File: src/rtl/mem_port_arbiter_if.sv
// mem_port_arbiter_if: fetch, data and memory-side signals of the shared-memory arbiter.
interface mem_port_arbiter_if #(parameter int ADDR_W = 32, parameter int DATA_W = 32);
  logic              if_req;
  logic [ADDR_W-1:0] if_addr;
  logic              if_gnt;
  logic              if_rvalid;
  logic [DATA_W-1:0] if_rdata;
  logic              da_req;
  logic              da_we;
  logic [ADDR_W-1:0] da_addr;
  logic [DATA_W-1:0] da_wdata;
  logic              da_gnt;
  logic              da_rvalid;
  logic [DATA_W-1:0] da_rdata;
  logic              mem_en;
  logic              mem_we;
  logic [ADDR_W-1:0] mem_addr;
  logic [DATA_W-1:0] mem_wdata;
  logic [DATA_W-1:0] mem_rdata;
  logic              busy;
  modport slave(
    input  if_req, if_addr, da_req, da_we, da_addr, da_wdata, mem_rdata,
    output if_gnt, if_rvalid, if_rdata, da_gnt, da_rvalid, da_rdata,
           mem_en, mem_we, mem_addr, mem_wdata, busy
  );
  modport master(
    output if_req, if_addr, da_req, da_we, da_addr, da_wdata, mem_rdata,
    input  if_gnt, if_rvalid, if_rdata, da_gnt, da_rvalid, da_rdata,
           mem_en, mem_we, mem_addr, mem_wdata, busy
  );
endinterface

File: src/rtl/mem_port_arbiter.sv
// mem_port_arbiter: shares one memory between fetch (read) and data (read/write) ports,
// data-priority with a starvation counter that forces fetch through after STARVE_MAX losses.
module mem_port_arbiter #(
  parameter int ADDR_W     = 32,
  parameter int DATA_W     = 32,
  parameter int MEM_LAT    = 2,
  parameter int STARVE_MAX = 4
) (
  input logic clk,
  input logic rst,
  mem_port_arbiter_if.slave p
);
  localparam int CW = $clog2(MEM_LAT + 1);
  localparam int SW = $clog2(STARVE_MAX + 1);
  typedef enum logic [1:0] {IDLE, ISSUE, WAIT, RESP} state_t;
  state_t        state;
  logic          own_d;
  logic [CW-1:0] cnt;
  logic [SW-1:0] starve;
  logic          arb, pick_d, win;
  assign arb    = (state == IDLE) || (state == RESP);
  assign pick_d = p.da_req && !(p.if_req && starve == SW'(STARVE_MAX));
  assign win    = arb && (p.if_req || p.da_req);
  assign p.busy = state != IDLE;
  always_ff @(posedge clk or negedge rst) begin
    if (!rst) begin
      state       <= IDLE;
      own_d       <= 1'b0;
      cnt         <= '0;
      starve      <= '0;
      p.if_gnt    <= 1'b0;
      p.da_gnt    <= 1'b0;
      p.if_rvalid <= 1'b0;
      p.da_rvalid <= 1'b0;
      p.if_rdata  <= {DATA_W{1'b0}};
      p.da_rdata  <= {DATA_W{1'b0}};
      p.mem_en    <= 1'b0;
      p.mem_we    <= 1'b0;
      p.mem_addr  <= {ADDR_W{1'b0}};
      p.mem_wdata <= {DATA_W{1'b0}};
    end else begin
      p.if_gnt    <= 1'b0;
      p.da_gnt    <= 1'b0;
      p.if_rvalid <= 1'b0;
      p.da_rvalid <= 1'b0;
      p.mem_en    <= 1'b0;
      case (state)
        IDLE, RESP: begin
          state <= win ? ISSUE : IDLE;
          if (win) begin
            own_d       <= pick_d;
            p.mem_en    <= 1'b1;
            p.mem_we    <= pick_d && p.da_we;
            p.mem_addr  <= pick_d ? p.da_addr : p.if_addr;
            p.mem_wdata <= pick_d ? p.da_wdata : {DATA_W{1'b0}};
            p.if_gnt    <= !pick_d;
            p.da_gnt    <= pick_d;
            // a contended data win implies starve < STARVE_MAX, so +1 cannot overflow
            starve      <= !pick_d ? '0 : p.if_req ? starve + SW'(1) : starve;
          end
        end
        ISSUE: begin
          state <= WAIT;
          cnt   <= CW'(MEM_LAT);
        end
        WAIT: begin
          cnt <= cnt - CW'(1);
          if (cnt == CW'(1)) begin
            state       <= RESP;
            p.if_rvalid <= !own_d;
            p.da_rvalid <= own_d;
            if (!own_d) p.if_rdata <= p.mem_rdata;
            if (own_d && !p.mem_we) p.da_rdata <= p.mem_rdata;
          end
        end
      endcase
    end
  end
endmodule
File: src/flat_wrapper.sv
// flat-port wrapper written by rule: the top's interface ports become plain ports
module mem_port_arbiter_flat 
#(
  parameter int ADDR_W     = 32,
  parameter int DATA_W     = 32,
  parameter int MEM_LAT    = 2,
  parameter int STARVE_MAX = 4
)
  (clk, rst, p_if_req, p_if_addr, p_da_req, p_da_we, p_da_addr, p_da_wdata, p_mem_rdata, p_if_gnt, p_if_rvalid, p_if_rdata, p_da_gnt, p_da_rvalid, p_da_rdata, p_mem_en, p_mem_we, p_mem_addr, p_mem_wdata, p_busy);
  mem_port_arbiter_if #(.ADDR_W(ADDR_W), .DATA_W(DATA_W)) p_i ();
  input logic clk;
  input logic rst;
  input wire logic [$bits(p_i.if_req)-1:0] p_if_req;
  input wire logic [$bits(p_i.if_addr)-1:0] p_if_addr;
  input wire logic [$bits(p_i.da_req)-1:0] p_da_req;
  input wire logic [$bits(p_i.da_we)-1:0] p_da_we;
  input wire logic [$bits(p_i.da_addr)-1:0] p_da_addr;
  input wire logic [$bits(p_i.da_wdata)-1:0] p_da_wdata;
  input wire logic [$bits(p_i.mem_rdata)-1:0] p_mem_rdata;
  output wire logic [$bits(p_i.if_gnt)-1:0] p_if_gnt;
  output wire logic [$bits(p_i.if_rvalid)-1:0] p_if_rvalid;
  output wire logic [$bits(p_i.if_rdata)-1:0] p_if_rdata;
  output wire logic [$bits(p_i.da_gnt)-1:0] p_da_gnt;
  output wire logic [$bits(p_i.da_rvalid)-1:0] p_da_rvalid;
  output wire logic [$bits(p_i.da_rdata)-1:0] p_da_rdata;
  output wire logic [$bits(p_i.mem_en)-1:0] p_mem_en;
  output wire logic [$bits(p_i.mem_we)-1:0] p_mem_we;
  output wire logic [$bits(p_i.mem_addr)-1:0] p_mem_addr;
  output wire logic [$bits(p_i.mem_wdata)-1:0] p_mem_wdata;
  output wire logic [$bits(p_i.busy)-1:0] p_busy;
  assign p_i.if_req = p_if_req;
  assign p_i.if_addr = p_if_addr;
  assign p_i.da_req = p_da_req;
  assign p_i.da_we = p_da_we;
  assign p_i.da_addr = p_da_addr;
  assign p_i.da_wdata = p_da_wdata;
  assign p_i.mem_rdata = p_mem_rdata;
  assign p_if_gnt = p_i.if_gnt;
  assign p_if_rvalid = p_i.if_rvalid;
  assign p_if_rdata = p_i.if_rdata;
  assign p_da_gnt = p_i.da_gnt;
  assign p_da_rvalid = p_i.da_rvalid;
  assign p_da_rdata = p_i.da_rdata;
  assign p_mem_en = p_i.mem_en;
  assign p_mem_we = p_i.mem_we;
  assign p_mem_addr = p_i.mem_addr;
  assign p_mem_wdata = p_i.mem_wdata;
  assign p_busy = p_i.busy;
  mem_port_arbiter #(.ADDR_W(ADDR_W), .DATA_W(DATA_W), .MEM_LAT(MEM_LAT), .STARVE_MAX(STARVE_MAX)) u_core (.clk(clk), .rst(rst), .p(p_i));
endmodule
File: config.mk
export PLATFORM = sky130hd
export DESIGN_NAME = mem_port_arbiter_flat
export DESIGN_NICKNAME = d
export VERILOG_FILES = /design/src/rtl/mem_port_arbiter_if.sv /design/src/rtl/mem_port_arbiter.sv /design/src/flat_wrapper.sv
export SDC_FILE = /design/constraint.sdc
export NUM_CORES = 1
export LEC_CHECK = 0
export ABC_CLOCK_PERIOD_IN_PS = 2350
export CORE_MARGIN = 1.5
export CORE_UTILIZATION = 40
export CTS_BUF_LIST = sky130_fd_sc_hd__clkbuf_16
export CTS_CLUSTER_SIZE = 12
export DETAILED_ROUTE_END_ITERATION = 12
export HOLD_SLACK_MARGIN = 0.12
export PLACE_DENSITY = 0.78
export SKIP_CTS_REPAIR_TIMING = 1
export SLEW_MARGIN = 15
export SYNTH_ARGS = -nofsm -noshare
export SYNTH_HDL_FRONTEND = slang
export SYNTH_SLANG_ARGS = --single-unit
File: constraint.sdc
create_clock -name clk -period 2.35 [get_ports clk]
set_clock_uncertainty 0.15 [all_clocks]
set_input_delay 0.3525 -clock clk [delete_from_list [all_inputs] [get_ports clk]]
set_output_delay 0.3525 -clock clk [all_outputs]
set_load 0.1 [all_outputs]
Word-level counts from Yosys, hierarchy flattened
Index checks and enable logic that the tools add are counted.

operators by class
  add/subtract/negate cells = 2
  equal/unequal tests = 7
  multiplexer cells = 18
  bitwise operators = 1
  reduce and logical (&&, ||, !) cells = 19

operators with widths
  cell                                                                     count
  32-bit two-way mux                                                       2
  1-bit two-way mux                                                        11
  3-bit AND reduction                                                      3
  3-bit two-way mux                                                        2
  2-bit one-hot mux with 3 select lines                                    1
  1-bit logical AND                                                        5
  2-bit by 1-bit == test with 1-bit output, second input constant          2
  2-bit == test, second input constant                                     2
  1-bit logical NOT                                                        4
  2-bit one-hot mux with 2 select lines                                    1
  2-bit nonzero test                                                       2
  3-bit by 1-bit adder with 3-bit output, second input constant            1
  3-bit == test, second input constant                                     1
  2-bit logical NOT                                                        1
  1-bit logical OR                                                         2
  2-bit two-way mux                                                        1
  2-bit by 1-bit inequality test with 1-bit output, second input constant  1
  2-bit inequality test, second input constant                             1
  2-bit AND reduction                                                      1
  2-bit OR reduction                                                       1
  2-bit by 1-bit subtractor with 2-bit output, second input constant       1
  1-bit NOT                                                                1

storage, ports and cells
  register bits = 142
  bits of input ports = 133
  output and inout bits = 135
  logic and storage cells = 61

Logic depth before layout (Yosys ltp)
  depth in word-level cells = 7
  mapped depth = 7
  mapped depth without buffers = 6

Worst setup path after synthesis
Ideal clock, no wire load.

  kind = flip-flop to flip-flop
  start = register u_core.p.mem_we
  end = register u_core.p.da_rdata[11]
  setup time = 0.126 ns
  arrival = 1.721 ns
  required time = 2.074 ns
  slack = 0.353 ns
  stages on the path, launching flop included = 5
  buffers on the path = 2
  period minus slack after synthesis = 1.997 ns
  cells stage by stage = dfrtp_1 > nand2b_1 > buf_2 > buf_6 > mux2_2

between the ends
  cells in the longest elaborated chain, start to end = 3

ends and longest elaborated chain
  what                           RTL line                   source
  from (decl)                    mem_port_arbiter_if.sv:24  mem_en, mem_we, mem_addr, mem_wdata, busy
  from (signal assigned)         mem_port_arbiter.sv:53     p.mem_we <= pick_d && p.da_we;
  1-bit logical NOT              mem_port_arbiter.sv:73     if (own_d && !p.mem_we) p.da_rdata <= p.mem_rdata;
  1-bit logical AND              mem_port_arbiter.sv:73
  3-bit AND reduction (no line)  n/a
  to (signal assigned)           mem_port_arbiter.sv:36     p.da_rdata <= {DATA_W{1'b0}};
  to (signal assigned)           mem_port_arbiter.sv:73
  to (decl)                      mem_port_arbiter_if.sv:23  output if_gnt, if_rvalid, if_rdata, da_gnt, da_rvalid, da_rdata,

No other way between the ends.
A chain may end at the register's enable or synchronous reset.

Final worst setup path
  start = register u_core.state[0]
  end = register u_core.p.mem_addr[19] (netlist name)

between the ends
  cells in the longest elaborated chain, start to end = 4
  elaborated cells on any way between the ends = 6
  classes of those cells = eq/ne: 1; reduce/logical: 5

ends and longest elaborated chain
  what                                                RTL line                                        source
  from (decl)                                         mem_port_arbiter.sv:16                          state_t state;
  from (signal assigned)                              mem_port_arbiter.sv:49                          state <= win ? ISSUE : IDLE;
  2-bit == test or 2-bit logical NOT (tied branches)  mem_port_arbiter.sv:21, mem_port_arbiter.sv:47
  1-bit logical OR                                    mem_port_arbiter.sv:21                          assign arb = (state == IDLE) || (state == RESP);
  1-bit logical AND                                   mem_port_arbiter.sv:23                          assign win = arb && (p.if_req || p.da_req);
  2-bit AND reduction (no line) (*)                   n/a
  to (signal assigned)                                mem_port_arbiter.sv:39                          p.mem_addr <= {ADDR_W{1'b0}};
  to (signal assigned)                                mem_port_arbiter.sv:54                          p.mem_addr <= pick_d ? p.da_addr : p.if_addr;
  to (decl)                                           mem_port_arbiter_if.sv:24

Mark *: on every way between the ends. The rest lies on a longest branch, timed or not.

==> results.toml <==
[synth]
ys_top_cells_by_area = "dfrtp_1 62%, mux2_2 12%, a22o_1 5.2%"
syn_nets = 573
ys_seq_area_share_pct = 62.0
netlist.area_leader.share_pct = 62.0
synth_area_leader_cell = "dfrtp_1"
avgSynthCellArea_sq_um = 13.2
ys_seq_elements = 142
synth_area_sq_um = 5730
ys_types = 30
netlist_instances = 435
ys_warn_count = 0

[setup_path]
timing.rr.end = "u_core.p.mem_addr[19]$_DFFE_PN0P_"
crit_required_ns = 2.53
critical_path_arrival_ns = 2.09
r2r-start = "u_core.state[0]$_DFFE_PN0P_"
r2r_slack_ns = 0.43
endpoint_kind = "flop"
path_class = "reg -> reg"
worst-path-max-fanout = 35
rr_worst_depth = 7
worst_setup_path_start_kind = "flop"

[floorplanning]
die_y_um = 123
io-pin-count = 268
start_util_pct = 41.1
die_x_um = 123
fp.dieArea_sq_um = 15100
core_area_sq_um = 13900
rows = 43

[clock_tree]
insertion_delay_ns = 0.42
cts_tree = "built"
cts_sinks = 142
htreeDepth = 4
cts-root-buf = "clkbuf_16"
cts.clk_slew.worst_paths_ns = 0.06
cts_inserted_buffers = 17
cts_buffer_depth = 2

[outcome]
status = "complete, no violations"

[global_route]
grt_overflow = 0
antenna_found_initial = 0
grt_pass1_vias = 4835
grt_max_degree = 54
grtUsageTotal_pct = 21.1
grt_pass1_wl_um = 24200

[finish]
finalNetCount = 842
final_cell_mix = "147 x buf_4, 142 x dfrtp_1, 131 x clkdlybuf4s50_1"
drive_gt1_share_pct = 33.7
antenna_cells = 0
final_common_cell = "buf_4"
areaGrowthSynthToFinish_pct = 54.9

[drt]
drt-initial-drc-count = 205
dr.pass1.iters = 6
routed_wl_um = 15500
vias = 4658
vias_per_cell = 5.20
drc_errors = 0
routedWlPerCell_um = 17.3
ant_nets = 0

[place]
dpl.hpwl_um = 11300
portBuffers = 267
place.gp.congestion = 0.838

[sta]
hold_viol_final = 0
period_minus_slack_ns = 1.92
setup-tns-final_ns = 0
worst_pin_slew_ns = 0.500
max_freq_mhz = 522
final_max_slew_viol_count = 0
finalCritPeriodShare_pct = 81.6
finalSetupViolations = 0
rsz0062_at_grt = "false"
max_slew_margin_pct = 66.7

[job]
cap_violations = 0

[min_path]
min-delay-path-class = "in -> async"
-- synth_stat cells --
master     number
a21o_1          1
a21oi_1         1
a221o_1         5
a22o_1         34
a2bb2oi_1       1
and2_1          6
and3_1          1
and3b_1         1
buf_1           1
buf_2          18
buf_6           4
clkbuf_1       11
clkinv_1        1
dfrtp_1       142
ha_1            5
inv_1           8
mux2_1          3
mux2_2         61
mux2i_1         1
nand2_1        60
nand2b_1        6
nand3_1         2
nand3b_1        1
nand4_1         7
nand4b_1       20
o211ai_1       27
o21ai_0         4
o21bai_2        1
o22a_1          1
o22ai_1         1
-- cell families after synthesis --
| logic type | share of synthesized area (%) |
|---|---|
| fa+ha+maj | 1.09 |
| compound gates | 10.8 |
| simple gates | 9.63 |
| mux | 12.8 |
| flops | 62.0 |
| buf+inv | 3.73 |
-- how the worst max path moves through the flow --
stage / start / endpoint / slack [ns]
finish: u_core.state[0]$_DFFE_PN0P_ / u_core.p.mem_addr[19]$_DFFE_PN0P_ / 0.43
global route: u_core.starve[0]$_DFFE_PN0P_ / u_core.p.mem_wdata[24]$_DFFE_PN0P_ / 0.31
CTS: u_core.state[0]$_DFFE_PN0P_ / u_core.p.mem_addr[20]$_DFFE_PN0P_ / 0.43
detailed placement: p_da_req / u_core.p.mem_addr[1]$_DFFE_PN0P_ / 0.11
floorplan: u_core.p.mem_we$_DFFE_PN0P_ / u_core.p.da_rdata[11]$_DFFE_PN0P_ / 0.35
global placement: p_da_req / u_core.p.mem_addr[20]$_DFFE_PN0P_ / 0.20
-- worst max-delay path, stage by stage, from the launching register on --
cell and delay [ns]:
dfrtp_1 0.34, inv_1 0.06, ha_1 0.35, o21bai_4 0.24, clkinv_1 0.07, buf_4 0.31
nand2_1 0.11, o211ai_1 0.18
-- sequential cells by signal, indices dropped and copies added (netlist names), 2 cells and up --
signal,cells
u_core.p.da_rdata,32
u_core.state,2
u_core.p.mem_addr,32
u_core.p.if_rdata,32
u_core.cnt,2
u_core.starve,3
u_core.p.mem_wdata,32
-- cell type report --
class                      count  area (sq um)
clock buffer                  17           425
clock inverter                14           151
fill                        1064          5060
inverter                       9          33.8
multi-input combinational    250          1970
sequential                   142          3550
tap                          180           225
timing repair buffer         284          2520
-- stage by stage --
| stage | utilization, % | cells | cell area [sq um] | hold slack (ns) | worst slack [ns] |
|---|---|---|---|---|---|
| 6_report | 63.7 | 896 | 8880 | 0.307 | 0.433 |
| 5_1_grt | 63.7 | 896 | 8880 | 0.353 | 0.307 |
| 4_1_cts | 63.6 | 895 | 8870 | -0.263 | 0.433 |
| 3_5_place_dp | 59.5 | 864 | 8290 | 0.186 | 0.107 |
| 3_3_place_gp | 59.5 | 864 | 8290 | 0.176 | 0.203 |
| 2_1_floorplan | - | 435 | 5730 | -0.0931 | 0.353 |
-- metal layers --
layer / vias up / share of wire, % / track usage [%]
met5: - / 0 / 0
met4: 0 / 3.3 / 11.0
met3: 37 / 7.1 / 5.90
met2: 211 / 51 / 35.3
met1: 2299 / 39 / 24.6
li1: 2111 / - / -
Power is not shown: default switching activity piles up to over one toggle a cycle in this logic, so the estimate is an artifact.
